===== src/rtl/multicycle_datapath.sv =====
// Multicycle MIPS-subset core: unified memory port, FSM controller, 32x32 register file.
// Optional jal support is compiled in when the macro MCDP_JAL_EN is defined.
module multicycle_datapath #(
  parameter logic [31:0] RESET_PC        = 32'h0000_0000,
  parameter int          HALT_ON_ILLEGAL = 1
) (
  input  logic        clk,
  input  logic        reset,
  output logic        mem_req,
  output logic        mem_we,
  output logic [31:0] mem_addr,
  output logic [31:0] mem_wdata,
  input  logic [31:0] mem_rdata,
  input  logic        mem_ready,
  output logic [31:0] pc,
  output logic        retire,
  output logic        halted
);

  typedef enum logic [3:0] {
    FETCH, DECODE, MEMADR, MEMRD, MEMWB, MEMWR, EXEC,
    ALUWB, ADDIEX, ADDIWB, BRANCH, JUMP, HALT
  } state_t;

  localparam logic [5:0] OP_RTYPE = 6'b000000;
  localparam logic [5:0] OP_J     = 6'b000010;
  localparam logic [5:0] OP_JAL   = 6'b000011;
  localparam logic [5:0] OP_BEQ   = 6'b000100;
  localparam logic [5:0] OP_ADDI  = 6'b001000;
  localparam logic [5:0] OP_LW    = 6'b100011;
  localparam logic [5:0] OP_SW    = 6'b101011;

  localparam logic [5:0] FN_ADD = 6'b100000;
  localparam logic [5:0] FN_SUB = 6'b100010;
  localparam logic [5:0] FN_AND = 6'b100100;
  localparam logic [5:0] FN_OR  = 6'b100101;
  localparam logic [5:0] FN_SLT = 6'b101010;

`ifdef MCDP_JAL_EN
  localparam bit JAL_EN = 1'b1;
`else
  localparam bit JAL_EN = 1'b0;
`endif
  localparam bit HALT_EN = (HALT_ON_ILLEGAL != 0);

  state_t      state_reg, state_next;
  logic [31:0] pc_reg, ir_reg, a_reg, b_reg, alu_out_reg, mdr_reg;
  logic        retire_reg, retire_next;

  logic [5:0]  opcode, funct;
  logic [4:0]  rs, rt, rd;
  logic [31:0] sign_imm, alu_result;
  logic        funct_ok, illegal;

  logic [31:0] rf [32];
  logic        rf_we;
  logic [4:0]  rf_waddr;
  logic [31:0] rf_wdata;

  assign opcode   = ir_reg[31:26];
  assign rs       = ir_reg[25:21];
  assign rt       = ir_reg[20:16];
  assign rd       = ir_reg[15:11];
  assign funct    = ir_reg[5:0];
  assign sign_imm = {{16{ir_reg[15]}}, ir_reg[15:0]};

  assign pc     = pc_reg;
  assign retire = retire_reg;
  assign halted = (state_reg == HALT);

  always_comb begin
    funct_ok = 1'b0;
    case (funct)
      FN_ADD, FN_SUB, FN_AND, FN_OR, FN_SLT: funct_ok = 1'b1;
      default: funct_ok = 1'b0;
    endcase
    illegal = 1'b1;
    case (opcode)
      OP_RTYPE:                         illegal = !funct_ok;
      OP_LW, OP_SW, OP_BEQ, OP_ADDI, OP_J: illegal = 1'b0;
      OP_JAL:                           illegal = !JAL_EN;
      default:                          illegal = 1'b1;
    endcase
  end

  always_comb begin
    alu_result = a_reg + b_reg;
    case (funct)
      FN_SUB:  alu_result = a_reg - b_reg;
      FN_AND:  alu_result = a_reg & b_reg;
      FN_OR:   alu_result = a_reg | b_reg;
      FN_SLT:  alu_result = {31'b0, ($signed(a_reg) < $signed(b_reg))};
      default: alu_result = a_reg + b_reg;
    endcase
  end

  // r0 has no storage, so writes to it vanish and reads return zero.
  assign rf[0] = '0;
  for (genvar gi = 1; gi < 32; gi++) begin : g_rf
    logic [31:0] word_reg;
    always_ff @(posedge clk or posedge reset) begin
      if (reset) begin
        word_reg <= '0;
      end else if (rf_we && rf_waddr == 5'(gi)) begin
        word_reg <= rf_wdata;
      end
    end
    assign rf[gi] = word_reg;
  end

  always_comb begin
    rf_we    = 1'b0;
    rf_waddr = rt;
    rf_wdata = mdr_reg;
    case (state_reg)
      MEMWB:  rf_we = 1'b1;
      ALUWB: begin
        rf_we    = 1'b1;
        rf_waddr = rd;
        rf_wdata = alu_out_reg;
      end
      ADDIWB: begin
        rf_we    = 1'b1;
        rf_wdata = alu_out_reg;
      end
      JUMP: begin
        rf_we    = JAL_EN && (opcode == OP_JAL);
        rf_waddr = 5'd31;
        rf_wdata = pc_reg;
      end
      default: rf_we = 1'b0;
    endcase
  end

  always_ff @(posedge clk or posedge reset) begin
    if (reset) begin
      state_reg <= FETCH;
    end else begin
      state_reg <= state_next;
    end
  end

  // Memory-port outputs decode from registered state only; reset gates the request.
  always_comb begin
    state_next  = state_reg;
    retire_next = 1'b0;
    mem_req     = 1'b0;
    mem_we      = 1'b0;
    mem_addr    = pc_reg;
    mem_wdata   = b_reg;
    case (state_reg)
      FETCH: begin
        mem_req = 1'b1;
        if (mem_ready) state_next = DECODE;
      end
      DECODE: begin
        if (illegal) begin
          state_next  = HALT_EN ? HALT : FETCH;
          retire_next = !HALT_EN;
        end else begin
          case (opcode)
            OP_LW, OP_SW: state_next = MEMADR;
            OP_RTYPE:     state_next = EXEC;
            OP_BEQ:       state_next = BRANCH;
            OP_ADDI:      state_next = ADDIEX;
            default:      state_next = JUMP;
          endcase
        end
      end
      MEMADR: state_next = (opcode == OP_LW) ? MEMRD : MEMWR;
      MEMRD: begin
        mem_req  = 1'b1;
        mem_addr = alu_out_reg;
        if (mem_ready) state_next = MEMWB;
      end
      MEMWR: begin
        mem_req  = 1'b1;
        mem_we   = 1'b1;
        mem_addr = alu_out_reg;
        if (mem_ready) begin
          state_next  = FETCH;
          retire_next = 1'b1;
        end
      end
      EXEC:   state_next = ALUWB;
      ADDIEX: state_next = ADDIWB;
      MEMWB, ALUWB, ADDIWB, BRANCH, JUMP: begin
        state_next  = FETCH;
        retire_next = 1'b1;
      end
      HALT:    state_next = HALT;
      default: state_next = FETCH;
    endcase
    if (reset) mem_req = 1'b0;
  end

  always_ff @(posedge clk or posedge reset) begin
    if (reset) begin
      pc_reg      <= RESET_PC;
      ir_reg      <= '0;
      a_reg       <= '0;
      b_reg       <= '0;
      alu_out_reg <= '0;
      mdr_reg     <= '0;
      retire_reg  <= 1'b0;
    end else begin
      retire_reg <= retire_next;
      case (state_reg)
        FETCH: begin
          if (mem_ready) begin
            ir_reg <= mem_rdata;
            pc_reg <= pc_reg + 32'd4;
          end
        end
        DECODE: begin
          a_reg       <= rf[rs];
          b_reg       <= rf[rt];
          alu_out_reg <= pc_reg + (sign_imm << 2);
        end
        MEMADR, ADDIEX: alu_out_reg <= a_reg + sign_imm;
        MEMRD: if (mem_ready) mdr_reg <= mem_rdata;
        EXEC:  alu_out_reg <= alu_result;
        BRANCH: if (a_reg == b_reg) pc_reg <= alu_out_reg;
        JUMP:  pc_reg <= {pc_reg[31:28], ir_reg[25:0], 2'b00};
        default: ;
      endcase
    end
  end

endmodule

===== config.mk =====
export PLATFORM = sky130hd
export DESIGN_NAME = multicycle_datapath
export DESIGN_NICKNAME = d
export VERILOG_FILES = /design/src/rtl/multicycle_datapath.sv
export SDC_FILE = /design/constraint.sdc
export NUM_CORES = 2
export LEC_CHECK = 0
export BUFFER_PORTS_ARGS = -buffer_cell sky130_fd_sc_hd__buf_2
export CAP_MARGIN = 20
export CORE_ASPECT_RATIO = 1.4
export CORE_MARGIN = 2
export CORE_UTILIZATION = 45
export DETAILED_ROUTE_END_ITERATION = 8
export GPL_TIMING_DRIVEN = 0
export SETUP_SLACK_MARGIN = 0.5
export SLEW_MARGIN = 10
export SYNTH_ARGS = -nofsm -noshare
export SYNTH_HDL_FRONTEND = slang
export SYNTH_SLANG_ARGS = --single-unit

===== constraint.sdc =====
create_clock -name clk -period 51 [get_ports clk]
set_input_delay 5.1 -clock clk [delete_from_list [all_inputs] [get_ports clk]]
set_output_delay 5.1 -clock clk [all_outputs]
set_load 0.02 [all_outputs]

* Yosys cells after proc, flatten, opt, wreduce, memory -nomap -nowiden *
Cells that the tools add are included.

storage, ports and cells
  register bits = 1,189
  input port bits = 35
  output and inout bits = 100

cells by class
  $add $sub $neg = 5
  $lt $le $gt $ge = 3
  eq/ne operators = 58
  muxes and demuxes = 29
  bitwise operators = 5
  reductions and logical operators = 51

operators by type and width
  cell                                                                    count
  32-bit binary-select mux with 5-bit select                              2
  32-bit two-way mux                                                      7
  32-bit one-hot mux with 3 select lines                                  2
  32-bit one-hot mux with 4 select lines                                  1
  32-bit adder                                                            3
  5-bit equality test (second input constant)                             16
  32-bit one-hot mux with 2 select lines                                  1
  6-bit equality test (second input constant)                             7
  5-bit by 4-bit equality test with 1-bit output (second input constant)  8
  32-bit by 3-bit adder with 32-bit output (second input constant)        1
  32-bit AND                                                              1
  32-bit equality test                                                    1
  32-bit < comparator                                                     1
  32-bit bitwise OR                                                       1
  4-bit one-hot mux with 8 select lines                                   1
  32-bit subtractor                                                       1
  1-bit logical AND                                                       31
  4-bit equality test (second input constant)                             5
  5-bit by 3-bit equality test with 1-bit output (second input constant)  4
  4-bit by 3-bit equality test with 1-bit output (second input constant)  4
  4-bit two-way mux                                                       4
  4-bit one-hot mux with 4 select lines                                   1
  5-bit OR reduction                                                      3
  6-bit greater-or-equal comparator (second input constant)               2
  24 further kinds                                                        43

* Longest topological paths before layout *
  word-level depth = 7
  mapped depth = 14
  depth with buffers taken out = 14

* Worst setup path before layout *
OpenSTA, ideal clock, no wires.

  path type = input -> output
  from = input port reset
  to = output port mem_req
  data arrival time = 5,585 ps
  data required time = 45,900 ps
  setup slack = 40,315 ps
  stages on the path = 1
  path buffers = 0
  cell sequence = nor3_1

between the ends
  cells in the longest elaborated chain, start to end = 1

ends and longest elaborated chain
  what               RTL line  source
  from (decl)        8         input logic reset,
  1-bit two-way mux  194       if (reset) mem_req = 1'b0;
  to (decl)          9         output logic mem_req,

Every way passes these cells.

* Final worst setup path *
Same ends and word-level chain as after synthesis.

==> results.toml <==
[worst_setup_path]
critPathArrivalTime_ps = 5640
critical_path_peak_fanout = 2
worstSetupPathType = "input pin to output port"
cp-start-kind = "input pin"
ff2ff_setup_slack_ps = 45920
r2r-start = "ir_reg[5]"
cp_slowest_cell = "buf_2"
crit_top_cell = "buf_2"
path_cells = "buf_2 > nor3_1 > buf_2"
r2r_end = "alu_out_reg[7]"
cp.required_ps = 45900
cp_slowest_stage_delay_ps = 210
r2r_cells = 8
critPathCaptureType = "output port"

[timing]
tightest_slew_ps = 1430
period_needed_ps = 10740
clock_skew_ps = 33.7
hold_viol_final = 0
slew-limit-headroom = 0.0448
rsz0062_at_grt = "false"
worst_hold_slack_ps = 496
setup_viol = 0
min_period_over_period = 0.211
slew_viol_final = 0
max_freq_ghz = 0.0931

[clocking]
clk_transition_reported_paths_ps = 60
worstSkewPairLatency_ps = 820
cts_resized = 0
cts_tree = "yes"
cts_sinks = 1189
numCtsBuffers = 115
cts_root_buffer = "clkbuf_16"
htree_levels = 3
cts_buffer_depth = 3
ctsHoldBuffers = 0
post-cts-setup-buffer-count = 0

[synth]
yosysMostFrequentCell = "dfrtp_1"
synth_top_flop_cell = "dfrtp_1"
synth_cell_types = 90
synth.area.top_cells = "dfrtp_1 44%, mux4_2 19%, o21ai_0 7.4%"
synthTopCellsByCount = "1189 x dfrtp_1, 1042 x nand2_1, 998 x o21ai_0"
synth_top_area_cell = "dfrtp_1"
syn_area_per_cell_um2 = 10.7
ys_ff_latch = 1189
netlist_instances = 6335
synth-warning-count = 0
seq_area_frac_synth = 0.440
syn_nets = 6531
ys_async_sr_fraction = 1.00
synth_edf_count = 0
synth_area_um2 = 67700
synth_top_area_share = 0.440

[worst_hold_path]
worstHoldStart = "g_rf[6].word_reg[11]"
hold_path_depth = 2
holdPathEnd = "g_rf[6].word_reg[11]"
min_path_type = "flip-flop to flip-flop"

[detailed_routing]
vias = 59921
drt_iter0_drc = 7683
wire_per_inst_um = 36.3
drcViolationCount = 45
drt_wl_total_um = 317000
vias_per_cell = 6.85
ant_nets = 0
first_pass_iters = 9

[power]
leakage_uw = 0.0317
vdd_drop_max_mv = 0.0436
powerDensity_nw_per_um2 = 73.7

[grt]
grt_pass1_wl_um = 446000
grt_pass1_vias = 60400
met2_usage = 0.652
top_usage_layer = "met2"
grt.met3_usage = 0.125
grt_max_degree = 118
grt_overflow = 0
antenna_found_initial = 27
grt_util_all_layers = 0.411
grt_use_met1 = 0.433

[outcome]
violations = "DRC"
status = "complete, but fails checks"

[placement]
finalWeightedCongestion = 1.06
dpl-instance-area_um2 = 71900
port_buffers = 134
hpwl_um = 239000

[floorplanning]
start_util = 0.453
pin_count = 135
core_area_um2 = 149000
num_rows = 168
dieArea_um2 = 154000
die_w_um = 332
die_h_um = 463

[flow_run]
maxCapViolCount = 0

[final_layout]
post_route_cells_drive_above_1_share = 0.190
largest_register_ffs = 992
fillers = 13581
design_area_um2 = 76100
nets = 6881
area_growth_pct = 12.4
[layer usage]
layer	vias up	wire length (um)
li1	23943	-
met1	30131	101000
met2	4191	147000
met3	1632	33000
met4	24	36900
met5	-	161
[report_power, final]
part / switching [uW] / internal, uW / leakage (uW)
logic: 2040 / 1120 / 0.0136
registers: 327 / 1200 / 0.0162
clock network: 408 / 512 / 0.00195
total: 2770 / 2840 / 0.0317
[critical path: cells and delay by family]
family / cells / cell delay, ps
buf+inv: 2 / 350
simple gates: 1 / 190
[logic make-up (layout without fill, tap and decap cells)]
kind of cell             Yosys count  after routing  share of synthesized area
multiplexers                     802            802                      0.228
AO/OA/AOI/OAI                   1830           1830                      0.157
buffers and inverters            693           1136                     0.0399
XOR/XNOR                          69             69                    0.00893
other                              0             11                          0
AND/OR/NAND/NOR                 1591           1591                     0.0961
flip-flops                      1189           1189                      0.440
adder cells (fa/ha/maj)          161            161                     0.0302
[stage by stage]
step | instances | setup TNS (ps) | power [uW] | setup WS, ps | utilization
after global placement | 8424 | -1429810 | 4440 | -1420 | 0.474
after CTS | 8714 | 0 | 5450 | 40290 | 0.507
after floorplan | 6335 | 0 | 3310 | 12410 | -
after detailed placement | 8504 | 0 | 4530 | 40290 | 0.481
final | 8744 | 0 | 5610 | 40260 | 0.509
after global routing | 8737 | 0 | 5780 | 40260 | 0.509
[layout make-up]
type,instances,area (um^2),area share
multi-input cells,4453,35200,0.463
flip-flops and latches,1189,29800,0.391
clock buffers,167,3400,0.0447
well taps,1955,2450,0.0321
plain buffers,573,2280,0.0299
repair buffers,233,1970,0.0259
clock inverters,43,514,0.00676
inverters,120,458,0.00602
diodes,11,27.5,0.000362
[layout by cell type, fill, tap and decap left out, drive strengths merged, types with 21 or more instances in the layout]
cell,n
nand3,42
a221oi,36
a22o,73
mux4,576
xor2,22
a31oi,28
o22ai,25
dfrtp,1189
xnor2,47
nor3,39
a21oi,328
nor2,339
ha,157
a21o,38
mux2i,70
nand2,1042
inv,122
clkinv,28
o21ai,1072
buf,330
mux2,156
clkbuf,642
a211oi,23
a222oi,36
nand4,21
[how the worst max path moves through the flow]
stage                     cells past startpoint  startpoint                     to
after floorplan                               1       reset               a_reg[0]
after global placement                        2       reset  g_rf[13].word_reg[20]
after detailed placement                      3       reset                mem_req
after CTS                                     3       reset                mem_req
after global routing                          3       reset                mem_req
final                                         3       reset                mem_req
No activity file was read; power rests on OpenSTA's default activity.
